`src/rtl/jk_pkg.sv`:
```
`default_nettype none
// +--------------------------------------------------------------------+
// | jk_pkg: shared state encoding and J/K excitation for jk_reg_writer |
// | Revision: 1.0                                                      |
// +--------------------------------------------------------------------+
package jk_pkg;

  typedef enum logic [1:0] {
    IDLE    = 2'd0,
    APPLY   = 2'd1,
    RELEASE = 2'd2,
    CHECK   = 2'd3
  } state_e;

  function automatic int retry_width(input int max_retry);
    int w;
    w = $clog2(max_retry + 1);
    return (w < 1) ? 1 : w;
  endfunction

  // Returns {j, k} for one bit: set/reset drive ignores q, toggle drive flips only differing bits.
  function automatic logic [1:0] jk_excite(input logic q, input logic t, input logic use_toggle);
    if (use_toggle) begin
      return {q ^ t, q ^ t};
    end
    return {t, ~t};
  endfunction

endpackage
`default_nettype wire

```
`src/rtl/jk_excite_bit.sv`:
```
`default_nettype none
// +--------------------------------------------------------------------+
// | jk_excite_bit: combinational J/K drive for one bank bit            |
// | Revision: 1.0                                                      |
// +--------------------------------------------------------------------+
module jk_excite_bit
  import jk_pkg::*;
#(
  parameter bit USE_TOGGLE = 1'b0
) (
  input  logic q,
  input  logic t,
  output logic j,
  output logic k
);

  assign {j, k} = jk_excite(q, t, USE_TOGGLE);

endmodule
`default_nettype wire

```
`src/rtl/jk_reg_writer.sv`:
```
`default_nettype none
// +--------------------------------------------------------------------+
// | jk_reg_writer: drives a JK bank to a target word, verifies via q   |
// | feedback with bounded retries. Revision: 1.0                       |
// +--------------------------------------------------------------------+
module jk_reg_writer
  import jk_pkg::*;
#(
  parameter int WIDTH      = 4,
  parameter int USE_TOGGLE = 0,
  parameter int MAX_RETRY  = 2
) (
  input  logic             clk,
  input  logic             rst_n,
  input  logic             wr_valid,
  input  logic [WIDTH-1:0] wr_data,
  output logic             wr_ready,
  input  logic [WIDTH-1:0] q_fb,
  output logic [WIDTH-1:0] j,
  output logic [WIDTH-1:0] k,
  output logic             en,
  output logic             done,
  output logic             err
);

  localparam int            RW          = retry_width(MAX_RETRY);
  localparam logic [RW-1:0] C_MAX_RETRY = RW'(MAX_RETRY);

  state_e           state_q, state_d;
  logic [WIDTH-1:0] target_q, target_d;
  logic [RW-1:0]    retry_q, retry_d;
  logic [WIDTH-1:0] j_q, j_d, k_q, k_d;
  logic             en_q, en_d, done_q, done_d, err_q, err_d;
  logic [WIDTH-1:0] w_t, w_j, w_k;

  // In IDLE the excitation is for the word being accepted; otherwise for the held target.
  assign w_t = (state_q == IDLE) ? wr_data : target_q;

  generate
    for (genvar i = 0; i < WIDTH; i++) begin : g_bit
      jk_excite_bit #(.USE_TOGGLE(USE_TOGGLE != 0)) u_bit (
        .q (q_fb[i]),
        .t (w_t[i]),
        .j (w_j[i]),
        .k (w_k[i])
      );
    end
  endgenerate

  assign wr_ready = (state_q == IDLE) && rst_n;

  always_comb begin
    state_d  = state_q;
    target_d = target_q;
    retry_d  = retry_q;
    j_d      = '0;
    k_d      = '0;
    en_d     = 1'b0;
    done_d   = 1'b0;
    err_d    = 1'b0;
    unique case (state_q)
      IDLE: begin
        if (wr_valid && wr_ready) begin
          target_d = wr_data;
          j_d      = w_j;
          k_d      = w_k;
          en_d     = 1'b1;
          state_d  = APPLY;
        end
      end
      APPLY:   state_d = RELEASE;
      RELEASE: state_d = CHECK;
      CHECK: begin
        if (q_fb == target_q) begin
          done_d  = 1'b1;
          retry_d = '0;
          state_d = IDLE;
        end else if (retry_q < C_MAX_RETRY) begin
          retry_d = retry_q + RW'(1);
          j_d     = w_j;
          k_d     = w_k;
          en_d    = 1'b1;
          state_d = APPLY;
        end else begin
          err_d   = 1'b1;
          retry_d = '0;
          state_d = IDLE;
        end
      end
      default: state_d = IDLE;
    endcase
  end

  always_ff @(posedge clk) begin
    if (!rst_n) begin
      state_q  <= IDLE;
      target_q <= '0;
      retry_q  <= '0;
      j_q      <= '0;
      k_q      <= '0;
      en_q     <= 1'b0;
      done_q   <= 1'b0;
      err_q    <= 1'b0;
    end else begin
      state_q  <= state_d;
      target_q <= target_d;
      retry_q  <= retry_d;
      j_q      <= j_d;
      k_q      <= k_d;
      en_q     <= en_d;
      done_q   <= done_d;
      err_q    <= err_d;
    end
  end

  assign j    = j_q;
  assign k    = k_q;
  assign en   = en_q;
  assign done = done_q;
  assign err  = err_q;

endmodule
`default_nettype wire
```
`config.mk`:
```
export PLATFORM = sky130hd
export DESIGN_NAME = jk_reg_writer
export DESIGN_NICKNAME = d
export VERILOG_FILES = /design/src/rtl/jk_pkg.sv /design/src/rtl/jk_excite_bit.sv /design/src/rtl/jk_reg_writer.sv
export SDC_FILE = /design/constraint.sdc
export NUM_CORES = 1
export LEC_CHECK = 0
export ABC_AREA = 1
export ABC_CLOCK_PERIOD_IN_PS = 3100
export BUFFER_PORTS_ARGS = -buffer_cell sky130_fd_sc_hd__buf_2
export CORE_UTILIZATION = 53
export CTS_CLUSTER_SIZE = 16
export DETAILED_ROUTE_END_ITERATION = 7
export GPL_ROUTABILITY_DRIVEN = 1
export GPL_TIMING_DRIVEN = 0
export HOLD_SLACK_MARGIN = 0.15
export PLACE_DENSITY = 0.81
export SYNTH_ARGS = -nofsm -noshare
export SYNTH_HDL_FRONTEND = slang
export SYNTH_SLANG_ARGS = --single-unit
```
`constraint.sdc`:
```
create_clock -name clk -period 3.1 [get_ports clk]
set_clock_uncertainty 0.1 [all_clocks]
set_input_delay 0.31 -clock clk [delete_from_list [all_inputs] [get_ports clk]]
set_output_delay 0.31 -clock clk [all_outputs]
set_load 0.02 [all_outputs]
```
== Yosys cells after proc, flatten, opt, wreduce, memory -nomap -nowiden ==
Cells that the tools add are included.

* Bits in registers: 19
* Word-level logic and storage cells: 48

* Add/sub/neg operators: 1
* $lt $le $gt $ge: 1
* Eq/ne operators: 5
* Muxes and demuxes: 21
* Bitwise operators: 6
* Reductions and logical operators: 6

{| class="wikitable"
|+ Operator list
! operator !! number
|-
| 4-bit 2-to-1 mux || 7
|-
| 4-bit case mux with 2 select lines || 2
|-
| 2-bit case mux with 4 select lines || 1
|-
| 1-bit 2-to-1 mux || 7
|-
| 2-bit 2-to-1 mux || 3
|-
| 1-bit NOT || 6
|-
| 2-bit equality test, second input constant || 2
|-
| 4-bit equality test || 1
|-
| 2-bit AND reduction || 2
|-
| 3-bit OR reduction || 1
|-
| 2-bit by 1-bit adder with 2-bit output, second input constant || 1
|-
| 2-bit by 1-bit equality test with 1-bit output, second input constant || 1
|-
| 1-bit logical AND || 2
|-
| 2-bit logical NOT || 1
|-
| 2-bit < comparator, second input constant || 1
|-
| 2-bit by 1-bit != test with 1-bit output, second input constant || 1
|-
| 1-bit case mux with 2 select lines || 1
|}

== Longest topological paths before layout ==
* Depth in word-level cells: 6
* Mapped depth: 10
* Gate-level depth less buffers: 9

== Cells and area by module ==
Synthesis repeated with hierarchy kept, for this count alone.

* Cell total of the unflattened synthesis: 118
* Area total of the unflattened synthesis: 859.6 µm²

{| class="wikitable"
|+ By module, submodules not included
! module !! instances !! cells each !! area an instance (µm²) !! sequential area each (µm²)
|-
| jk_reg_writer || 1 || 110 || 814.5 || 380.4
|-
| jk_excite_bit || 4 || 2 || 11.3 || 0.0
|}

== Worst setup path after synthesis ==
OpenSTA, ideal clock, no wires.

* Path type: register to register
* From: register state_q[0]
* To: register state_q[1]
* Data arrival time: 1.241 ns
* Required time: 2.885 ns
* Path slack: 1.644 ns
* Stages on the path, launching flop included: 10
* Buffers on the path: 1
* Clock period less this slack: 1.456 ns
* Path through: dfxtp_1 inv_1 ha_1 buf_4 nand2_2 inv_2 nand2_4 nand2_1 a21oi_1 nor2_1

* Cells in the longest elaborated chain, start to end: 4

{| class="wikitable"
|+ Ends and longest elaborated chain
! item !! RTL line !! RTL
|-
| from (decl) || jk_reg_writer.sv:29 || <nowiki>state_e state_q, state_d;</nowiki>
|-
| from (signal assigned) || jk_reg_writer.sv:105 || <nowiki>state_q <= state_d;</nowiki>
|-
| 2-bit logical NOT || jk_reg_writer.sv:50 || <nowiki>assign wr_ready = (state_q == IDLE) && rst_n;</nowiki>
|-
| 1-bit logical AND || jk_reg_writer.sv:50 ||
|-
| via wr_ready || jk_reg_writer.sv:17 || <nowiki>output logic wr_ready,</nowiki>
|-
| 1-bit logical AND || jk_reg_writer.sv:63 || <nowiki>if (wr_valid && wr_ready) begin</nowiki>
|-
| 2-bit by 1-bit != test with 1-bit output (no line) || -- ||
|}

The timed path passes the listed nets, and every way through them passes these cells.
A chain may end at the register's enable or synchronous reset.

== Worst setup path in the final report ==
* From: register state_q[0]
* To: output port wr_ready

* Cells in the longest elaborated chain, start to end: 2

{| class="wikitable"
|+ Ends and longest elaborated chain
! item !! RTL line
|-
| 2-bit logical NOT || jk_reg_writer.sv:50
|-
| 1-bit logical AND || jk_reg_writer.sv:50
|-
| to (decl) || jk_reg_writer.sv:17
|}

Every way passes these cells.

==> results.tsv <==
stage	metric	value	unit
layout	nNetsFinal	152	
setup_path	critPathSlowestCell	dfxtp_1	
global_route	grt_pass1_vias	634	
setup_path	r2r_end	state_q[1]	
timing	period_needed	1770	ps
logic_synthesis	syn_area	834.6	um^2
setup_path	reg2reg_slack	1550	ps
min_path	hp-start	rst_n	
routing	wl_per_cell	10.05	um
global_route	antenna_found_initial	0	
timing	finalHoldViolations	0	
run	max_cap_violations	0	
clocking	clk_path_buf_depth	2	
routing	drt-pass1-iter-count	6	
global_route	grt_overflow	0	
logic_synthesis	synth_cell_type_count	16	
logic_synthesis	ys.flop_type	dfxtp_1	
pwr	leakagePower	0.4949	nW
layout	syn2layout_area_growth	18.59	%
setup_path	worstPathRequired	2690	ps
logic_synthesis	syn_inst	111	
clocking	ctsResizeCount	0	
placement	gp_congestion	0.8053	
logic_synthesis	synth_top_cell_by_area	dfxtp_1	
clocking	cts_tree	yes	
logic_synthesis	synth-edff-count	0	
timing	timing.fmax	565.0	MHz
routing	routed_via_density	5.033	
global_route	grt_pass1_wl	2.532	mm
global_route	grt_usage	0.1827	
timing	finalMaxSlewViolations	0	
logic_synthesis	synth_top_area_frac	0.4558	
layout	drive_gt1_frac	0.2774	
clocking	cts_setup_buffers	0	
logic_synthesis	synthTopCellsByCount	30 x nand2_1, 19 x dfxtp_1, 13 x inv_1	
status	outcome	finished clean	
floorplan	die_h	41.68	um
clocking	htreeDepth	1	
routing	first_iter_violations	37	
logic_synthesis	ys_warn_count	0	
routing	routed_wl	1.528	mm
routing	detail-route-antenna-nets	0	
setup_path	crit_type	flip-flop to primary output	
min_path	hold_end	retry_q[0]	
floorplan	rows	13	
layout	finalNonFillerCells	152	
logic_synthesis	ys_seq_elements	19	
clocking	ctsHoldBuffers	0	
floorplan	start_util	0.6036	
logic_synthesis	seq_area_frac_synth	0.4558	
placement	port-buffer-count	22	
placement	dp_hpwl	1.191	mm
routing	drc	0	
layout	n_antenna_cell	0	
logic_synthesis	synth.most_common_cell	nand2_1	
logic_synthesis	synth_nets	125	
setup_path	cp_cell_sequence	inv_1 -> ha_1 -> buf_4 -> nand2_2 -> inv_2 -> buf_2	
setup_path	end_kind	primary output	
floorplan	die_width	41.68	um
floorplan	core_area	0.001383	mm^2
timing	fin_tns_setup	0	ps
timing	rsz0062_at_grt	false	
timing	slew-limit-headroom	0.8047	
setup_path	max_stage_delay	380	ps
setup_path	critPathLaunchType	flip-flop	
floorplan	io-pin-count	23	
min_path	hold_path.class	input pin to flip-flop	
logic_synthesis	synthArstFlopShare	0	
timing	post-route-period-util	0.5710	
logic_synthesis	avgSynthCellArea	7.518	um^2
clocking	clock-sinks	19	
setup_path	r2r_cells	9	
setup_path	arrival	1360	ps
timing	setup_viol	0	
layout	n_fill_cell	130	
clocking	root_buffer	clkbuf_4	
setup_path	r2r_start	state_q[0]	
clocking	clk-insertion-delay-late	280	ps
routing	num_vias	765	
logic_synthesis	synthTopCellsByArea	dfxtp_1 46%, nand2_1 13%, a21oi_1 7.2%	
min_path	min_path_cells	3	
clocking	clk_pin_slew	100	ps
global_route	grt_max_degree	11	
timing	worstMarginPinSlew	290.0	ps
pwr	p_per_area	671.7	mW/mm^2
floorplan	die_area	0.001737	mm^2
placement	dp_cells	148	
clocking	cts_buffers	3	
pwr	vdd_drop_max	0.0003907	V
layout	fin_util	0.7158	
setup_path	cp_max_fo	10	
[sequential cells by signal, indices dropped and copies added, names as in the netlist]
name and cells:
j 4, k 4, target_q 4, retry_q 2, state_q 2, done 1, en 1, err 1
[placed cells by master (no fill, tap or decap)]
| master | instances |
|---|---|
| nor2_1 | 10 |
| nand3_1 | 5 |
| nor2_4 | 1 |
| ha_1 | 3 |
| o21ai_1 | 1 |
| nand2_2 | 1 |
| o21ai_0 | 5 |
| nor2_2 | 2 |
| clkbuf_4 | 3 |
| buf_2 | 22 |
| nand2_1 | 30 |
| clkbuf_1 | 1 |
| a21oi_1 | 12 |
| inv_1 | 13 |
| dfxtp_1 | 19 |
| a21oi_4 | 1 |
| inv_2 | 4 |
| nand2_4 | 3 |
| buf_4 | 1 |
[stage by stage]
| stage | power [W] | instance area, um^2 | hold WS, ps | worst slack (ps) |
|---|---|---|---|---|
| 3_5_place_dp | 0.0005507 | 963.4 | 362.0 | 1564 |
| 3_3_place_gp | 0.0005424 | 963.4 | 356.3 | 1587 |
| 6_report | 0.0006648 | 989.7 | 200.5 | 1330 |
| 5_1_grt | 0.0007160 | 989.7 | 213.3 | 1209 |
| 4_1_cts | 0.0006676 | 989.7 | 195.1 | 1324 |
| 2_1_floorplan | 0.0004898 | 834.6 | 343.3 | 1644 |
[how the worst max path moves through the flow]
stage,start,end,slack [ps],cells after the start
global placement,state_q[0],state_q[1],1590,9
global route,state_q[0],wr_ready,1210,6
CTS,state_q[0],wr_ready,1320,6
floorplan,state_q[0],state_q[1],1640,9
detailed placement,state_q[0],state_q[1],1560,9
finish,state_q[0],wr_ready,1330,6
[final cells by class]
class,instances,area (um^2),share of cell area
multi-input cells,74,382.9,0.3869
plain buffers,1,7.507,0.007585
well taps,15,18.77,0.01896
inverters,17,63.81,0.06448
flip-flops and latches,19,380.4,0.3843
repair buffers,22,110.1,0.1113
clock buffers,4,26.28,0.02655
[cells by family after synthesis]
group                    after synthesis  synth area share
AND/OR/NAND/NOR                       52            0.2864
AO/OA/AOI/OAI                         19            0.1274
flip-flops                            19            0.4558
buffers and inverters                 18           0.08546
adder cells (fa/ha/maj)                3           0.04498
[worst max-delay path: cells and delay by family, from the launching register on]
kind                       cells  cell delay [ps]
and+or+nand+nor                1               70
buffers and inverters          4              430
adders and majority gates      1              190
DFF                            1              380
[where the power goes]
part | switching, W | internal (W)
Clock | 0.0000696 | 0.0000499
Sequential | 0.0000142 | 0.000275
Combinational | 0.000169 | 0.0000876
Total | 0.000253 | 0.000412
[per-layer routing]
layer / vias up / global-route usage / part of all wire
met5: - / 0 / 0
met4: 0 / 0.03871 / 0.012
met3: 6 / 0.03913 / 0.073
met2: 35 / 0.3031 / 0.48
met1: 332 / 0.2438 / 0.43
li1: 392 / - / -
No activity file was read; power rests on OpenSTA's default activity.
